==> src/rtl/status_if.sv <==
// status_if: flag/interrupt bus between the sequencer/ALU side (master) and the status register (slave).
// Signals (names from the status register's point of view):
//   i_flag_in, i_flag_ctrl, i_flag_mask  ALU flags, flag operation, bit select
//   i_db_in, i_push_b, i_sync            pull byte, B bit of push image, instruction boundary
//   i_nmi_n, i_irq_n, i_int_ack          interrupt pins and interrupt acceptance
//   o_flag, o_push_out                   current P and its push image
//   o_int_req, o_int_nmi                 interrupt request and its kind
interface status_if;
    logic [7:0] i_flag_in;
    logic [2:0] i_flag_ctrl;
    logic [7:0] i_flag_mask;
    logic [7:0] i_db_in;
    logic       i_push_b;
    logic       i_sync;
    logic       i_nmi_n;
    logic       i_irq_n;
    logic       i_int_ack;
    logic [7:0] o_flag;
    logic [7:0] o_push_out;
    logic       o_int_req;
    logic       o_int_nmi;
    modport master (
        output i_flag_in, i_flag_ctrl, i_flag_mask, i_db_in, i_push_b, i_sync, i_nmi_n, i_irq_n, i_int_ack,
        input  o_flag, o_push_out, o_int_req, o_int_nmi
    );
    modport slave (
        input  i_flag_in, i_flag_ctrl, i_flag_mask, i_db_in, i_push_b, i_sync, i_nmi_n, i_irq_n, i_int_ack,
        output o_flag, o_push_out, o_int_req, o_int_nmi
    );
endinterface

==> src/rtl/status_reg.sv <==
// status_reg: 6502 processor status register with NMI/IRQ synchronisation and request logic.
// Ports:
//   i_clk  core clock, rising edge
//   i_rst  synchronous active-high reset
//   bus    status_if.slave carrying the flag operation, interrupt pins and the P/request outputs
module status_reg #(
    parameter logic [7:0] P_RESET = 8'h34
) (
    input  logic     i_clk,
    input  logic     i_rst,
    status_if.slave  bus
);
    logic [7:0] r_p;
    logic       r_nmi_q;
    logic       r_nmi_q2;
    logic       r_irq_q;
    logic       r_nmi_pend;
    logic       r_i_poll;
    logic [7:0] w_p_op;
    logic [7:0] w_p_next;
    logic       w_nmi_edge;
    always_comb begin
        w_p_op = bus.i_flag_ctrl == 3'd1 ? (r_p & ~bus.i_flag_mask) | (bus.i_flag_in & bus.i_flag_mask) :
                 bus.i_flag_ctrl == 3'd2 ? bus.i_db_in :
                 bus.i_flag_ctrl == 3'd3 ? r_p | bus.i_flag_mask :
                 bus.i_flag_ctrl == 3'd4 ? r_p & ~bus.i_flag_mask : r_p;
        // bits 5/4 are hard ones; an accepted interrupt wins over any I write
        w_p_next = w_p_op | 8'h30 | {5'b0, bus.i_int_ack, 2'b0};
    end
    assign w_nmi_edge = r_nmi_q2 & ~r_nmi_q;
    always_ff @(posedge i_clk) begin
        if (i_rst) begin
            r_p        <= P_RESET;
            r_nmi_q    <= 1'b1;
            r_nmi_q2   <= 1'b1;
            r_irq_q    <= 1'b0;
            r_nmi_pend <= 1'b0;
            r_i_poll   <= 1'b1;
        end else begin
            r_p        <= w_p_next;
            r_nmi_q    <= bus.i_nmi_n;
            r_nmi_q2   <= r_nmi_q;
            r_irq_q    <= ~bus.i_irq_n;
            // a fresh edge beats a simultaneous ack so no NMI is lost
            r_nmi_pend <= w_nmi_edge | (r_nmi_pend & ~bus.i_int_ack);
            // IRQ mask seen by the request logic lags I by one instruction
            r_i_poll   <= bus.i_sync ? r_p[2] : r_i_poll;
        end
    end
    assign bus.o_flag     = r_p;
    assign bus.o_push_out = {r_p[7:6], 1'b1, bus.i_push_b, r_p[3:0]};
    assign bus.o_int_req  = r_nmi_pend | (r_irq_q & ~r_i_poll);
    assign bus.o_int_nmi  = r_nmi_pend;
endmodule

==> src/flat_wrapper.sv <==
// flat-port wrapper written by rule: the top's interface ports become plain ports
module status_reg_flat 
#(
    parameter logic [7:0] P_RESET = 8'h34
)
  (i_clk, i_rst, bus_i_flag_in, bus_i_flag_ctrl, bus_i_flag_mask, bus_i_db_in, bus_i_push_b, bus_i_sync, bus_i_nmi_n, bus_i_irq_n, bus_i_int_ack, bus_o_flag, bus_o_push_out, bus_o_int_req, bus_o_int_nmi);
  status_if bus_i ();
  input  logic i_clk;
  input  logic i_rst;
  input wire logic [$bits(bus_i.i_flag_in)-1:0] bus_i_flag_in;
  input wire logic [$bits(bus_i.i_flag_ctrl)-1:0] bus_i_flag_ctrl;
  input wire logic [$bits(bus_i.i_flag_mask)-1:0] bus_i_flag_mask;
  input wire logic [$bits(bus_i.i_db_in)-1:0] bus_i_db_in;
  input wire logic [$bits(bus_i.i_push_b)-1:0] bus_i_push_b;
  input wire logic [$bits(bus_i.i_sync)-1:0] bus_i_sync;
  input wire logic [$bits(bus_i.i_nmi_n)-1:0] bus_i_nmi_n;
  input wire logic [$bits(bus_i.i_irq_n)-1:0] bus_i_irq_n;
  input wire logic [$bits(bus_i.i_int_ack)-1:0] bus_i_int_ack;
  output wire logic [$bits(bus_i.o_flag)-1:0] bus_o_flag;
  output wire logic [$bits(bus_i.o_push_out)-1:0] bus_o_push_out;
  output wire logic [$bits(bus_i.o_int_req)-1:0] bus_o_int_req;
  output wire logic [$bits(bus_i.o_int_nmi)-1:0] bus_o_int_nmi;
  assign bus_i.i_flag_in = bus_i_flag_in;
  assign bus_i.i_flag_ctrl = bus_i_flag_ctrl;
  assign bus_i.i_flag_mask = bus_i_flag_mask;
  assign bus_i.i_db_in = bus_i_db_in;
  assign bus_i.i_push_b = bus_i_push_b;
  assign bus_i.i_sync = bus_i_sync;
  assign bus_i.i_nmi_n = bus_i_nmi_n;
  assign bus_i.i_irq_n = bus_i_irq_n;
  assign bus_i.i_int_ack = bus_i_int_ack;
  assign bus_o_flag = bus_i.o_flag;
  assign bus_o_push_out = bus_i.o_push_out;
  assign bus_o_int_req = bus_i.o_int_req;
  assign bus_o_int_nmi = bus_i.o_int_nmi;
  status_reg #(.P_RESET(P_RESET)) u_core (.i_clk(i_clk), .i_rst(i_rst), .bus(bus_i));
endmodule
==> config.mk <==
export PLATFORM = sky130hd
export DESIGN_NAME = status_reg_flat
export DESIGN_NICKNAME = d
export VERILOG_FILES = /design/src/rtl/status_if.sv /design/src/rtl/status_reg.sv /design/src/flat_wrapper.sv
export SDC_FILE = /design/constraint.sdc
export NUM_CORES = 1
export LEC_CHECK = 0
export BUFFER_PORTS_ARGS = -buffer_cell sky130_fd_sc_hd__buf_2
export CORE_ASPECT_RATIO = 1.2
export CORE_MARGIN = 5
export CORE_UTILIZATION = 48
export CTS_CLUSTER_SIZE = 12
export DETAILED_ROUTE_END_ITERATION = 10
export GPL_TIMING_DRIVEN = 0
export PLACE_DENSITY_LB_ADDON = 0.05
export SETUP_SLACK_MARGIN = 0.5
export SLEW_MARGIN = 10
export SYNTH_ARGS = -nofsm -noshare
export SYNTH_HDL_FRONTEND = slang
export SYNTH_SLANG_ARGS = --single-unit
==> constraint.sdc <==
create_clock -name i_clk -period 1.6 [get_ports i_clk]
set_input_delay 0.08 -clock i_clk [delete_from_list [all_inputs] [get_ports i_clk]]
set_output_delay 0.08 -clock i_clk [all_outputs]
set_load 0.02 [all_outputs]
==> out/metrics.csv <==
stage;metric;value;unit
synth;synthesized cell area;968;sq um
critical_path;critical path arrival;1.23;ns
synth;Mapped Avg Cell Area;9.88;sq um
clock_tree;Clock Latency Late Sink;0.27;ns
cells_and_area;Area Growth Syn to Fin;33.5;%
min_path;Hold Crit Class;in -> reg;
grt;total track usage;0.168;
sta;slew margin rel.;0.627;
route;1st-pass router iterations;4;
synth;Syn Inst Count;98;
critical_path;CP Launch Type;flip-flop;
clock_tree;Longest Clk Path Bufs;2;
critical_path;Max stage delay on crit path;0.37;ns
grt;initial antenna violation count;0;
critical_path;worst-path cell chain;o221ai_4 -> o31ai_2 -> a2111o_1;
critical_path;Crit path buffers/inverters;0;
critical_path;cell family with most CP delay;compound AO/OA/AOI/OAI gates;
critical_path;CP Class;reg -> reg;
min_path;hold path start;bus_i_sync;
clock_tree;CTS H-Tree Depth;1;
clock_tree;Sink Count;11;
placement;GPL Wtd Cong;0.836;
sta;final worst-path cycle share;0.666;
floorplan;core area;1890;sq um
sta;hold_ws;0.0131;ns
route;final wirelength;2320;microns
min_path;worst hold path cell count;2;
synth;Ys Warns;0;
critical_path;Worst Path Max Fanout;6;
critical_path;Worst R2R End;u_core.bus.o_flag[2];
sta;Final TNS setup;0;ns
floorplan;initial core utilization;0.512;
pwr;P per Cell Area;624;nW/um^2
run_status;outcome;complete, no violations;
floorplan;die area;3020;sq um
clock_tree;CTS tree;yes;
route;DRC;0;
route;vias per cell;5.33;
pwr;Worst VDD drop;0.000498;V
floorplan;I/O pin count;52;
sta;final slew viol count;0;
grt;vias in the first global route;919;
critical_path;worst path required time;1.77;ns
clock_tree;clock root buffer;clkbuf_4;
synth;Seq/Total Area, Yosys;0.227;
floorplan;Die W;51.0;microns
route;post-route ant nets;0;
placement;hpwl dp;1810;microns
route;drt wl/cell;13.9;microns
grt;pin count of the biggest net entering global routing;11;
job;max-cap violations;0;
critical_path;r2r setup slk;0.53;ns
sta;FMAX;0.938;GHz
sta;Clock Skew;0.000218;ns
critical_path;Worst Reg-to-Reg Cells;3;
cells_and_area;share of layout cells above drive strength 1;0.574;
critical_path;R2R Path Start;u_core.bus.o_flag[2];
route;initial DRC count;6;
critical_path;Worst Setup End Kind;flip-flop;
min_path;Worst Hold End;u_core.r_i_poll;
sta;min Tclk post-route;1.07;ns
synth;#FFs+latches synth;11;
sta;worst slew pin tran;0.559;ns
floorplan;row count;17;
cells_and_area;Final nets;183;
clock_tree;postcts setup bufs;0;
clock_tree;Clock transition at path regs;0.08;ns
placement;I/O Buffers;40;
grt;GRT Residual Overflow;0;
floorplan;Die H;59.2;microns
sta;final setup vio count;0;
critical_path;Crit-path slowest cell;dfxtp_4;
sta;Final Hold Violating Endpoints;0;
pwr;Tot Pwr;0.807;mW
pwr;leakage;0.565;nW
cells_and_area;# diodes;0;
synth;Synth cell types;33;
sta;RSZ-0062 raised after global routing;false;
clock_tree;CTS Buf Count;3;
route;vias post-DR;890;
grt;first-pass GRT wire length;3900;microns
## worst reg2reg max path: cells and delay by family, from the launching register on
| kind | cells | cell delay (ns) |
|---|---|---|
| AO/OA/AOI/OAI | 3 | 0.59 |
| flip-flops | 1 | 0.37 |
## cell usage in the layout (no fill, tap or decap), drive strengths merged
master,count
o211ai,1
a21o,1
nand2b,3
or2,7
or2b,1
and3b,2
nand4bb,5
o31ai,1
nor3b,2
or3b,1
mux2,5
nor2,6
inv,2
dfxtp,11
clkbuf,7
buf,55
o221ai,6
nand2,1
a21oi,6
conb,3
nor4b,6
a221oi,5
o21ai,5
mux2i,1
a2111o,1
dlygate4sd3,4
## cell usage after synthesis
cell	count	share of area
clkbuf_2	1	0.0052
or2_2	2	0.013
a221oi_2	5	0.078
conb_1	1	0.0039
nor2_1	6	0.023
o21ai_1	4	0.021
nand2b_1	3	0.019
buf_4	10	0.078
mux2i_1	1	0.010
a21o_1	1	0.0078
nor4b_2	4	0.062
or3b_4	1	0.012
and3b_2	2	0.021
o21ai_0	1	0.0052
inv_1	2	0.0078
nand4bb_1	3	0.035
clkbuf_1	2	0.0078
o221ai_1	6	0.054
nor3b_4	1	0.019
o31ai_1	1	0.0078
nor3b_2	1	0.013
or2b_1	1	0.0078
nand2_1	1	0.0039
nor4b_1	2	0.018
mux2_2	5	0.058
buf_6	3	0.035
a21oi_1	6	0.031
a2111o_1	1	0.012
buf_8	2	0.031
or2_1	5	0.032
nand4bb_2	2	0.034
dfxtp_1	11	0.23
o211ai_1	1	0.0078
## repair_timing
action,in CTS,in global routing
resized for setup,2,2
hold buffers,4,0
endpoints found under the setup margin,1,1
endpoints found under the hold margin,3,0
pin swaps,1,0
## kinds of logic after synthesis
kind of cell / synth area share
other cells: 0.00387
buf+inv: 0.164
simple gates: 0.313
flops: 0.227
mux: 0.0685
compound gates: 0.224
## worst max path at each step
| stage | from | endpoint | slack [ns] | cells after the start |
|---|---|---|---|---|
| after floorplan | u_core.bus.o_flag[2] | u_core.bus.o_flag[2] | 0.50 | 3 |
| after global placement | bus_i_flag_ctrl[2] | u_core.bus.o_flag[2] | 0.39 | 5 |
| after detailed placement | bus_i_flag_ctrl[2] | u_core.bus.o_flag[2] | 0.36 | 5 |
| after CTS | u_core.bus.o_flag[2] | u_core.bus.o_flag[2] | 0.54 | 3 |
| after global routing | u_core.bus.o_flag[2] | u_core.bus.o_flag[2] | 0.51 | 3 |
| final | u_core.bus.o_flag[2] | u_core.bus.o_flag[2] | 0.53 | 3 |
## per-layer routing
metal	track usage	part of all wire	wire length, microns	vias to the layer above
met5	0	0	0	-
met4	0.0654	0.0082	19	0
met3	0.0453	0.078	182	4
met2	0.284	0.49	1150	27
met1	0.202	0.42	972	403
li1	-	-	-	456
## power by group
| part | internal [mW] | total (mW) | switching [mW] |
|---|---|---|---|
| Combinational | 0.151 | 0.303 | 0.152 |
| Clock | 0.0967 | 0.197 | 0.100 |
| Sequential | 0.293 | 0.307 | 0.0142 |
## cell type report
class | instances | area (sq um)
multi-input combinational | 69 | 619
fill | 162 | 601
inverter | 2 | 7.51
buffer | 18 | 151
timing repair buffer | 44 | 240
tap | 19 | 23.8
clock buffer | 4 | 26.3
sequential | 11 | 224
## through the flow
step	cells	instance area (sq um)	setup WS [ns]	utilization
floorplan	100	977	0.501	-
global placement	159	1200	0.393	0.635
detailed placement	159	1200	0.365	0.635
CTS	167	1280	0.535	0.674
global route	167	1290	0.511	0.683
finish	167	1290	0.534	0.683
Power figures use the tool's default switching activity.
